### src/rtl/fixed_point_pkg.sv
// Shared constants, state encoding and sign-magnitude helpers for fixed_point_mac.
// Build option FIXED_POINT_MAC_SATURATE_EN selects clamping instead of wrapping on overflow.
package fixed_point_pkg;

   localparam int unsigned QM       = 17;
   localparam int unsigned QN       = 16;
   localparam int unsigned AccGuard = 8;

   localparam int unsigned W      = QM + QN;
   localparam int unsigned ACC_W  = W + AccGuard;
   localparam int unsigned WIDE_W = 2 * W;

   localparam logic [W-1:0] MAG_MAX = {1'b0, {(W-1){1'b1}}};

   typedef enum logic [1:0] {
      StAccum,
      StFlush,
      StDone
   } state_e;

   typedef struct packed {
      logic         ovf;
      logic [W-1:0] sm;
   } sm_res_t;

   // Squeeze a wide unsigned magnitude into W-bit sign-magnitude.
   function automatic sm_res_t fit_sm(input logic sign, input logic [WIDE_W-1:0] mag);
      sm_res_t      res;
      logic [W-2:0] m;
      res.ovf = |mag[WIDE_W-1:W-1];
`ifdef FIXED_POINT_MAC_SATURATE_EN
      m = res.ovf ? MAG_MAX[W-2:0] : mag[W-2:0];
`else
      m = mag[W-2:0];
`endif
      // a zero magnitude never carries a sign
      res.sm = {sign & (|m), m};
      return res;
   endfunction

   function automatic logic [ACC_W-1:0] sm_to_tc(input logic [W-1:0] sm);
      logic [ACC_W-1:0] mag;
      mag = {{(ACC_W-W+1){1'b0}}, sm[W-2:0]};
      return sm[W-1] ? -mag : mag;
   endfunction

   function automatic sm_res_t tc_to_sm(input logic [ACC_W-1:0] v);
      logic [ACC_W-1:0] mag;
      mag = v[ACC_W-1] ? -v : v;
      return fit_sm(v[ACC_W-1], {{(WIDE_W-ACC_W){1'b0}}, mag});
   endfunction

endpackage

### src/rtl/sm_mag_multiplier.sv
// Sign-magnitude fixed-point product with overflow detect, registered as pipeline stage 1.
// Honours FIXED_POINT_MAC_SATURATE_EN through fixed_point_pkg::fit_sm.
module sm_mag_multiplier
   import fixed_point_pkg::*;
#(
   parameter int unsigned q_n = QN
) (
   input  logic         clk_i,
   input  logic         reset_i,
   input  logic         en_i,
   input  logic [W-1:0] a_i,
   input  logic [W-1:0] b_i,
   input  logic         last_i,
   output logic         p_valid_o,
   output logic         p_last_o,
   output logic         p_ovf_o,
   output logic [W-1:0] p_sm_o
);

   logic [2*W-3:0]    prod;
   logic [WIDE_W-1:0] prod_shifted;
   sm_res_t           prod_fit;

   always_comb begin
      prod         = {{(W-1){1'b0}}, a_i[W-2:0]} * {{(W-1){1'b0}}, b_i[W-2:0]};
      prod_shifted = {2'b00, prod >> q_n};
      prod_fit     = fit_sm(a_i[W-1] ^ b_i[W-1], prod_shifted);
   end

   always_ff @(posedge clk_i) begin
      if (reset_i) begin
         p_valid_o <= 1'b0;
         p_last_o  <= 1'b0;
         p_ovf_o   <= 1'b0;
         p_sm_o    <= '0;
      end else begin
         p_valid_o <= en_i;
         if (en_i) begin
            p_last_o <= last_i;
            p_ovf_o  <= prod_fit.ovf;
            p_sm_o   <= prod_fit.sm;
         end
      end
   end

endmodule

### src/rtl/fixed_point_mac.sv
// Pipelined sign-magnitude multiply-accumulate: one dot-product result per last_i-delimited vector.
// Define FIXED_POINT_MAC_SATURATE_EN to clamp on overflow; the default build wraps.
module fixed_point_mac
   import fixed_point_pkg::*;
#(
   parameter int unsigned q_m       = QM,
   parameter int unsigned q_n       = QN,
   parameter int unsigned ACC_GUARD = AccGuard
) (
   input  logic               clk_i,
   input  logic               reset_i,
   input  logic               valid_i,
   output logic               ready_o,
   input  logic [q_m+q_n-1:0] a_in,
   input  logic [q_m+q_n-1:0] b_in,
   input  logic               last_i,
   output logic               valid_o,
   input  logic               ready_i,
   output logic [q_m+q_n-1:0] y_out,
   output logic               ovf_o
);

   localparam int unsigned DataW = q_m + q_n;
   localparam int unsigned AccW  = DataW + ACC_GUARD;

   state_e           state_q, state_d;
   logic [AccW-1:0]  acc_q, acc_d;
   logic [DataW-1:0] y_q, y_d;
   logic             ovf_q, ovf_d;

   logic             accept;
   logic             p_valid, p_last, p_ovf;
   logic [DataW-1:0] p_sm;
   logic [AccW-1:0]  p_tc, sum, sum_fit;
   logic             add_ovf;
   sm_res_t          res;

   assign accept = valid_i && ready_o;

   sm_mag_multiplier #(
      .q_n (q_n)
   ) u_mul (
      .clk_i     (clk_i),
      .reset_i   (reset_i),
      .en_i      (accept),
      .a_i       (a_in),
      .b_i       (b_in),
      .last_i    (last_i),
      .p_valid_o (p_valid),
      .p_last_o  (p_last),
      .p_ovf_o   (p_ovf),
      .p_sm_o    (p_sm)
   );

   // Stage 2 adder; signed overflow when both operands agree in sign and the sum does not.
   always_comb begin
      p_tc    = sm_to_tc(p_sm);
      sum     = acc_q + p_tc;
      add_ovf = (acc_q[AccW-1] == p_tc[AccW-1]) && (sum[AccW-1] != acc_q[AccW-1]);
`ifdef FIXED_POINT_MAC_SATURATE_EN
      if (add_ovf) begin
         sum_fit = acc_q[AccW-1] ? {1'b1, {(AccW-1){1'b0}}} : {1'b0, {(AccW-1){1'b1}}};
      end else begin
         sum_fit = sum;
      end
`else
      sum_fit = sum;
`endif
      res = tc_to_sm(sum_fit);
   end

   always_comb begin
      state_d = state_q;
      acc_d   = acc_q;
      y_d     = y_q;
      ovf_d   = ovf_q;
      ready_o = 1'b0;
      valid_o = 1'b0;
      unique case (state_q)
         StAccum: begin
            ready_o = 1'b1;
            if (p_valid) begin
               acc_d = sum_fit;
               ovf_d = ovf_q | p_ovf | add_ovf;
            end
            if (accept && last_i) begin
               state_d = StFlush;
            end
         end
         StFlush: begin
            // The last product is in stage 1 now: fold it in and convert in one step.
            if (p_valid && p_last) begin
               y_d     = res.sm;
               ovf_d   = ovf_q | p_ovf | add_ovf | res.ovf;
               acc_d   = '0;
               state_d = StDone;
            end
         end
         StDone: begin
            valid_o = 1'b1;
            if (ready_i) begin
               ovf_d   = 1'b0;
               state_d = StAccum;
            end
         end
         default: state_d = StAccum;
      endcase
   end

   always_ff @(posedge clk_i) begin
      if (reset_i) begin
         state_q <= StAccum;
         acc_q   <= '0;
         y_q     <= '0;
         ovf_q   <= 1'b0;
      end else begin
         state_q <= state_d;
         acc_q   <= acc_d;
         y_q     <= y_d;
         ovf_q   <= ovf_d;
      end
   end

   assign y_out = y_q;
   assign ovf_o = ovf_q;

endmodule
### config.mk
export PLATFORM = sky130hd
export DESIGN_NAME = fixed_point_mac
export DESIGN_NICKNAME = d
export VERILOG_FILES = /design/src/rtl/fixed_point_pkg.sv /design/src/rtl/sm_mag_multiplier.sv /design/src/rtl/fixed_point_mac.sv
export SDC_FILE = /design/constraint.sdc
export NUM_CORES = 2
export LEC_CHECK = 0
export ABC_AREA = 1
export BUFFER_PORTS_ARGS = -buffer_cell sky130_fd_sc_hd__buf_2
export CORE_MARGIN = 2
export CORE_UTILIZATION = 30
export DETAILED_ROUTE_END_ITERATION = 10
export MAX_ROUTING_LAYER = met4
export SLEW_MARGIN = 5
export SYNTH_ARGS = -nofsm -noshare
export SYNTH_HDL_FRONTEND = slang
export SYNTH_SLANG_ARGS = --single-unit
### constraint.sdc
create_clock -name clk_i -period 8.7 [get_ports clk_i]
set_input_delay 0.87 -clock clk_i [delete_from_list [all_inputs] [get_ports clk_i]]
set_output_delay 0.87 -clock clk_i [all_outputs]
set_load 0.02 [all_outputs]
==> metrics.md, run 1 <==
| Metric | Value |
|---|---|
| Outcome | did not finish |
| Halt Stage | detailed routing |
| Err | [ERROR DRT-0255] Maze Route cannot find path of net clk_i in worker of routeBox ( 338100 193200 ) ( 391635 241500 ). |
| Area after DPL | 48100 um^2 |
| H-tree Lvls | 4 |
| All-Layer GR Usage | 0.189 |
| Io pins | 107 |
| Largest area contributor in the netlist | fa_1 |
| Total gr overflow | 0 |
| Cts hold-fix bufs | 0 |
| Synth Instances | 6410 |
| Post-synth EDFFs | 0 |
| Dpl hpwl | 118000 um |
| Most frequent cell after synthesis | inv_1 |
| Root Buffer | clkbuf_16 |
| TritonCTS buffer count | 17 |
| Number of global-route vias before repair | 40462 |
| Syn Nets | 7683 |
| Pin count of the biggest net entering global routing | 72 |
| Rows | 142 |
| Sequential share of the synthesized area | 0.0502 |
| Share of the synthesized area in the top cell type | 0.398 |
| Die Span X | 392 um |
| Syn avg cell area | 7.03 um^2 |
| Commonest cells post-synth | 1958 x inv_1, 1773 x nand2_1, 896 x fa_1, 306 x ha_1, 290 x nor2_1 |
| Sink Count | 113 |
| First-pass GRT wire length | 221000 um |
| Die Height | 392 um |
| WEP type | sequential cell input |
| Initial Util | 0.301 |
| Synth cell types | 57 |
| Top post-synthesis cells by area | fa_1 40%, inv_1 16%, nand2_1 15%, ha_1 8.5%, dfxtp_1 5.0% |
| GPL Wtd Cong | 0.961 |
| Crit. endpoint post-GRT repair | u_mul.p_ovf_o$_SDFFE_PP0P_/D |
| Buffers added on ports | 106 |
| Synth warn | 0 |
| Maximum buffer depth of the clock tree | 2 |
| Mapped cell area | 45100 um^2 |
| Synth Register Bits | 113 |
| Most common flop cell mapped by yosys | dfxtp_1 |
| Initial antenna violation count | 10 |
| Ys async rst share | 0 |
[per-stage QoR]
| stage | hold WS (ns) | worst slack [ns] | instances |
|---|---|---|---|
| 4_1_cts | 0.473 | 0.256 | 8438 |
| 5_1_grt | 0.489 | 0.182 | 8448 |
| 3_3_place_gp | 0.456 | -0.330 | 8406 |
| 2_1_floorplan | 0.445 | 1.36 | 6410 |
| 3_5_place_dp | 0.463 | -0.182 | 8406 |
[metal layers]
metal	GRT usage
met1	0.247
met4	0.0445
met3	0.0313
met5	-
met2	0.305
[what timing repair did]
item / 4_1_cts / 5_1_grt
endpoints found under the setup margin: 0 / 1
setup buffers: 0 / 0
gates resized for setup: 0 / 1
[kinds of logic after synthesis]
group,count (synthesis),synth area share
buf+inv,2221,0.186
flops,113,0.0502
fa+ha+maj,1202,0.483
simple gates,2346,0.209
xor+xnor,84,0.0165
compound gates,444,0.0558
==> inputs of run 2 (changes only) <==
Settings changed: CORE_UTILIZATION 30 to 20, MAX_ROUTING_LAYER met4 to default, PLACE_DENSITY_LB_ADDON from default to 0.15.
==> run 2 against run 1 <==
  * The flow now finishes without violations
  * Global-route usage decreased by 4.5 points
  * Synthesized area is the same
  * Synthesized cell count did not move
==> metrics.md, run 2 <==
| Metric | Value |
|---|---|
| Outcome | finished, final reports clean |
| XOR/XNOR Fraction of Synth Area | 0.0165 (unchanged) |
| CP dominant cell by count | fa_1 |
| Synth cell types | 57 (unchanged) |
| Root Buffer | clkbuf_16 |
| Setup TNS | 0 ns |
| Fin nets | 7730 |
| Origin of the critical flop-to-flop path | u_mul.p_sm_o[0] |
| Busiest grt layer | met2 |
| Die Area | 229000 um^2 |
| Sink Count | 113 (unchanged) |
| Ys async rst share | 0 (unchanged) |
| CP startpoint | b_in[7] |
| Reg with most FFs | acc_q |
| Total gr overflow | 0 (unchanged) |
| Skew-Pair Late Insertion Delay | 0.45 ns |
| Post-synth EDFFs | 0 (unchanged) |
| Number of global-route vias before repair | 40963 (+1.2%) |
| Sequential share of the synthesized area | 0.0502 (unchanged) |
| Critical Path RT | 9.05 ns |
| Crit Path Max Fanout | 14 |
| Die Span X | 479 um (+22%) |
| CTS clock-pin slew for the worst setup and hold paths | 0.05 ns |
| Pin count of the biggest net entering global routing | 46 (-36%) |
| Crit path launch type | primary input |
| Max reg flops | 41 |
| Rows | 174 (+23%) |
| Post-Route WL | 162000 um |
| Slew HR | 0.366 |
| CP max stage delay | 0.55 ns |
| Met2 usage | 0.244 (-0.0606) |
| Final WS setup | 0.496 ns |
| Main combinational cell family by area after synthesis | adder cells |
| Tcrit/Tclk final | 0.943 |
| Max-Cap Viols | 0 |
| Die Height | 479 um (+22%) |
| Worst slew pin tran | 0.951 ns |
| Synth Area in Compound Gates | 0.0558 (unchanged) |
| Worst clock skew | 0.00873 ns |
| Area after DPL | 49800 um^2 (+3.5%) |
| Multiplexer area fraction after synthesis | 0 (unchanged) |
| Post-CTS sizing | 0 (unchanged) |
| Synth Area in Simple Gates | 0.209 (unchanged) |
| All-Layer GR Usage | 0.144 (-0.0449) |
| Commonest non-fill, non-tap cell in the layout | inv_1 |
| H-tree Lvls | 4 (unchanged) |
| CTS tree | built |
| Largest area contributor in the netlist | fa_1 |
| Synth Instances | 6410 (unchanged) |
| Met1 Use GR | 0.208 (-0.0389) |
| Io pins | 107 (unchanged) |
| Core area | 224000 um^2 |
| HP Start | acc_q[26] |
| RSZ-0062 raised after global routing | false |
| DRC Markers | 0 |
| Most frequent cells in the layout | 1957 x inv_1, 1773 x nand2_1, 896 x fa_1 |
| Final critical-path required period | 8.20 ns |
| Initial Util | 0.201 (-0.100) |
| WL per Instance | 17.2 um |
| GPL Wtd Cong | 0.862 (-10%) |
| Final ANT Viol Nets | 0 |
| Fin area | 50300 um^2 |
| Share of the synthesized area in the top cell type | 0.398 (unchanged) |
| Syn Nets | 7683 (unchanged) |
| Final Hold Vio Count | 0 |
| Setup bufs post-CTS | 0 (unchanged) |
| CP top delay family | adder cells |
| Commonest cells post-synth | 1958 x inv_1, 1773 x nand2_1, 896 x fa_1, 306 x ha_1, 290 x nor2_1 |
| Most frequent cell after synthesis | inv_1 |
| CP Data Arrival Time | 8.55 ns |
| CP Class | primary input to register |
| CP max stage cell | fa_1 |
| Worst Setup End Kind | register |
| Vias per cell | 3.98 |
| TritonCTS buffer count | 17 (unchanged) |
| Top post-synthesis cells by area | fa_1 40%, inv_1 16%, nand2_1 15%, ha_1 8.5%, dfxtp_1 5.0% |
| Dpl hpwl | 139000 um (+17%) |
| Post-Synth Adder-Cell Area | 0.483 (unchanged) |
| Syn avg cell area | 7.03 um^2 (unchanged) |
| Layout cell share with drive strength beyond 1 | 0.0611 |
| Crit path buffers/inverters | 8 |
| Initial antenna violation count | 7 (-3) |
| Maximum buffer depth of the clock tree | 2 (unchanged) |
| Synth Register Bits | 113 (unchanged) |
| Buffers added on ports | 106 (unchanged) |
| Place WS | -0.0128 ns (+0.169 ns) |
| Slew Limit Fails | 0 |
| 1st-iter DRT viols | 2012 |
| Mapped cell area | 45100 um^2 (unchanged) |
| Most common flop cell mapped by yosys | dfxtp_1 |
| First-pass GRT wire length | 255000 um (+15%) |
| Area Growth Syn to Fin | 11.6% |
| Cts hold-fix bufs | 0 (unchanged) |
| # setup viols final | 0 |
| Class of the worst hold path | register to register |
| Met3 Track Usage GR | 0.00859 (-0.0228) |
| 1st-pass router iterations | 5 |
| Vias after detailed routing | 37697 |
| F_max | 122 MHz |
| Synth warn | 0 (unchanged) |
-- run 2: cell counts after synthesis --
Identical to the previous run, type by type.
-- run 2: cell type report --
type | instances | area (um^2)
diodes | 1 | 2.50
clock buffers | 20 | 467
clock inverters | 11 | 88.8
fillers | 25487 | 174000
inverters | 1987 | 7460
multi-input cells | 4076 | 34500
flip-flops and latches | 113 | 2260
well taps | 2992 | 3740
repair buffers | 262 | 1840
-- run 2: kinds of logic (layout without fill, tap and decap cells) --
group,Yosys count,in the layout
simple gates,2346,2346
xor+xnor,84,84
buf+inv,2221,2280
other cells,0,1
flops,113,113
fa+ha+maj,1202,1202
compound gates,444,444
-- run 2: worst paths after layout --
kind                            slack [ns]  cells past startpoint             to
worst max-delay path                  0.50                     32  u_mul.p_ovf_o
worst min-delay path                  0.47                      2      acc_q[26]
worst max register to register        2.26                     31      y_out[32]
worst min register to register        0.47                      2      acc_q[26]
-- run 2: per-layer routing --
| layer | share of wire | vias up |
|---|---|---|
| met1 | 0.50 | 18858 |
| met2 | 0.47 | 498 |
| met3 | 0.024 | 63 |
| met4 | 0.0053 | 4 |
| li1 | - | 18274 |
| met5 | 0.00014 | - |
-- run 2: per-stage QoR --
stage	hold WS [ns]	utilization	instances
after detailed placement	0.461	0.222	9430
after floorplan	0.445	-	6410
after global routing	0.486	0.224	9461
after CTS	0.471	0.224	9461
after global placement	0.456	0.222	9430
final	0.469	0.224	9462
-- run 2: worst reg2reg max path, delay by kind of cell, from the launching register on --
kind            cells  cell delay, ns
compound gates      6            1.30
xor+xnor            1            0.22
buf+inv             2            0.39
simple gates       21            3.63
flops               1            0.40
fa+ha+maj           1            0.36
Power of run 2 is not shown: default switching activity piles up to over one toggle a cycle in this logic, so the estimate is an artifact.
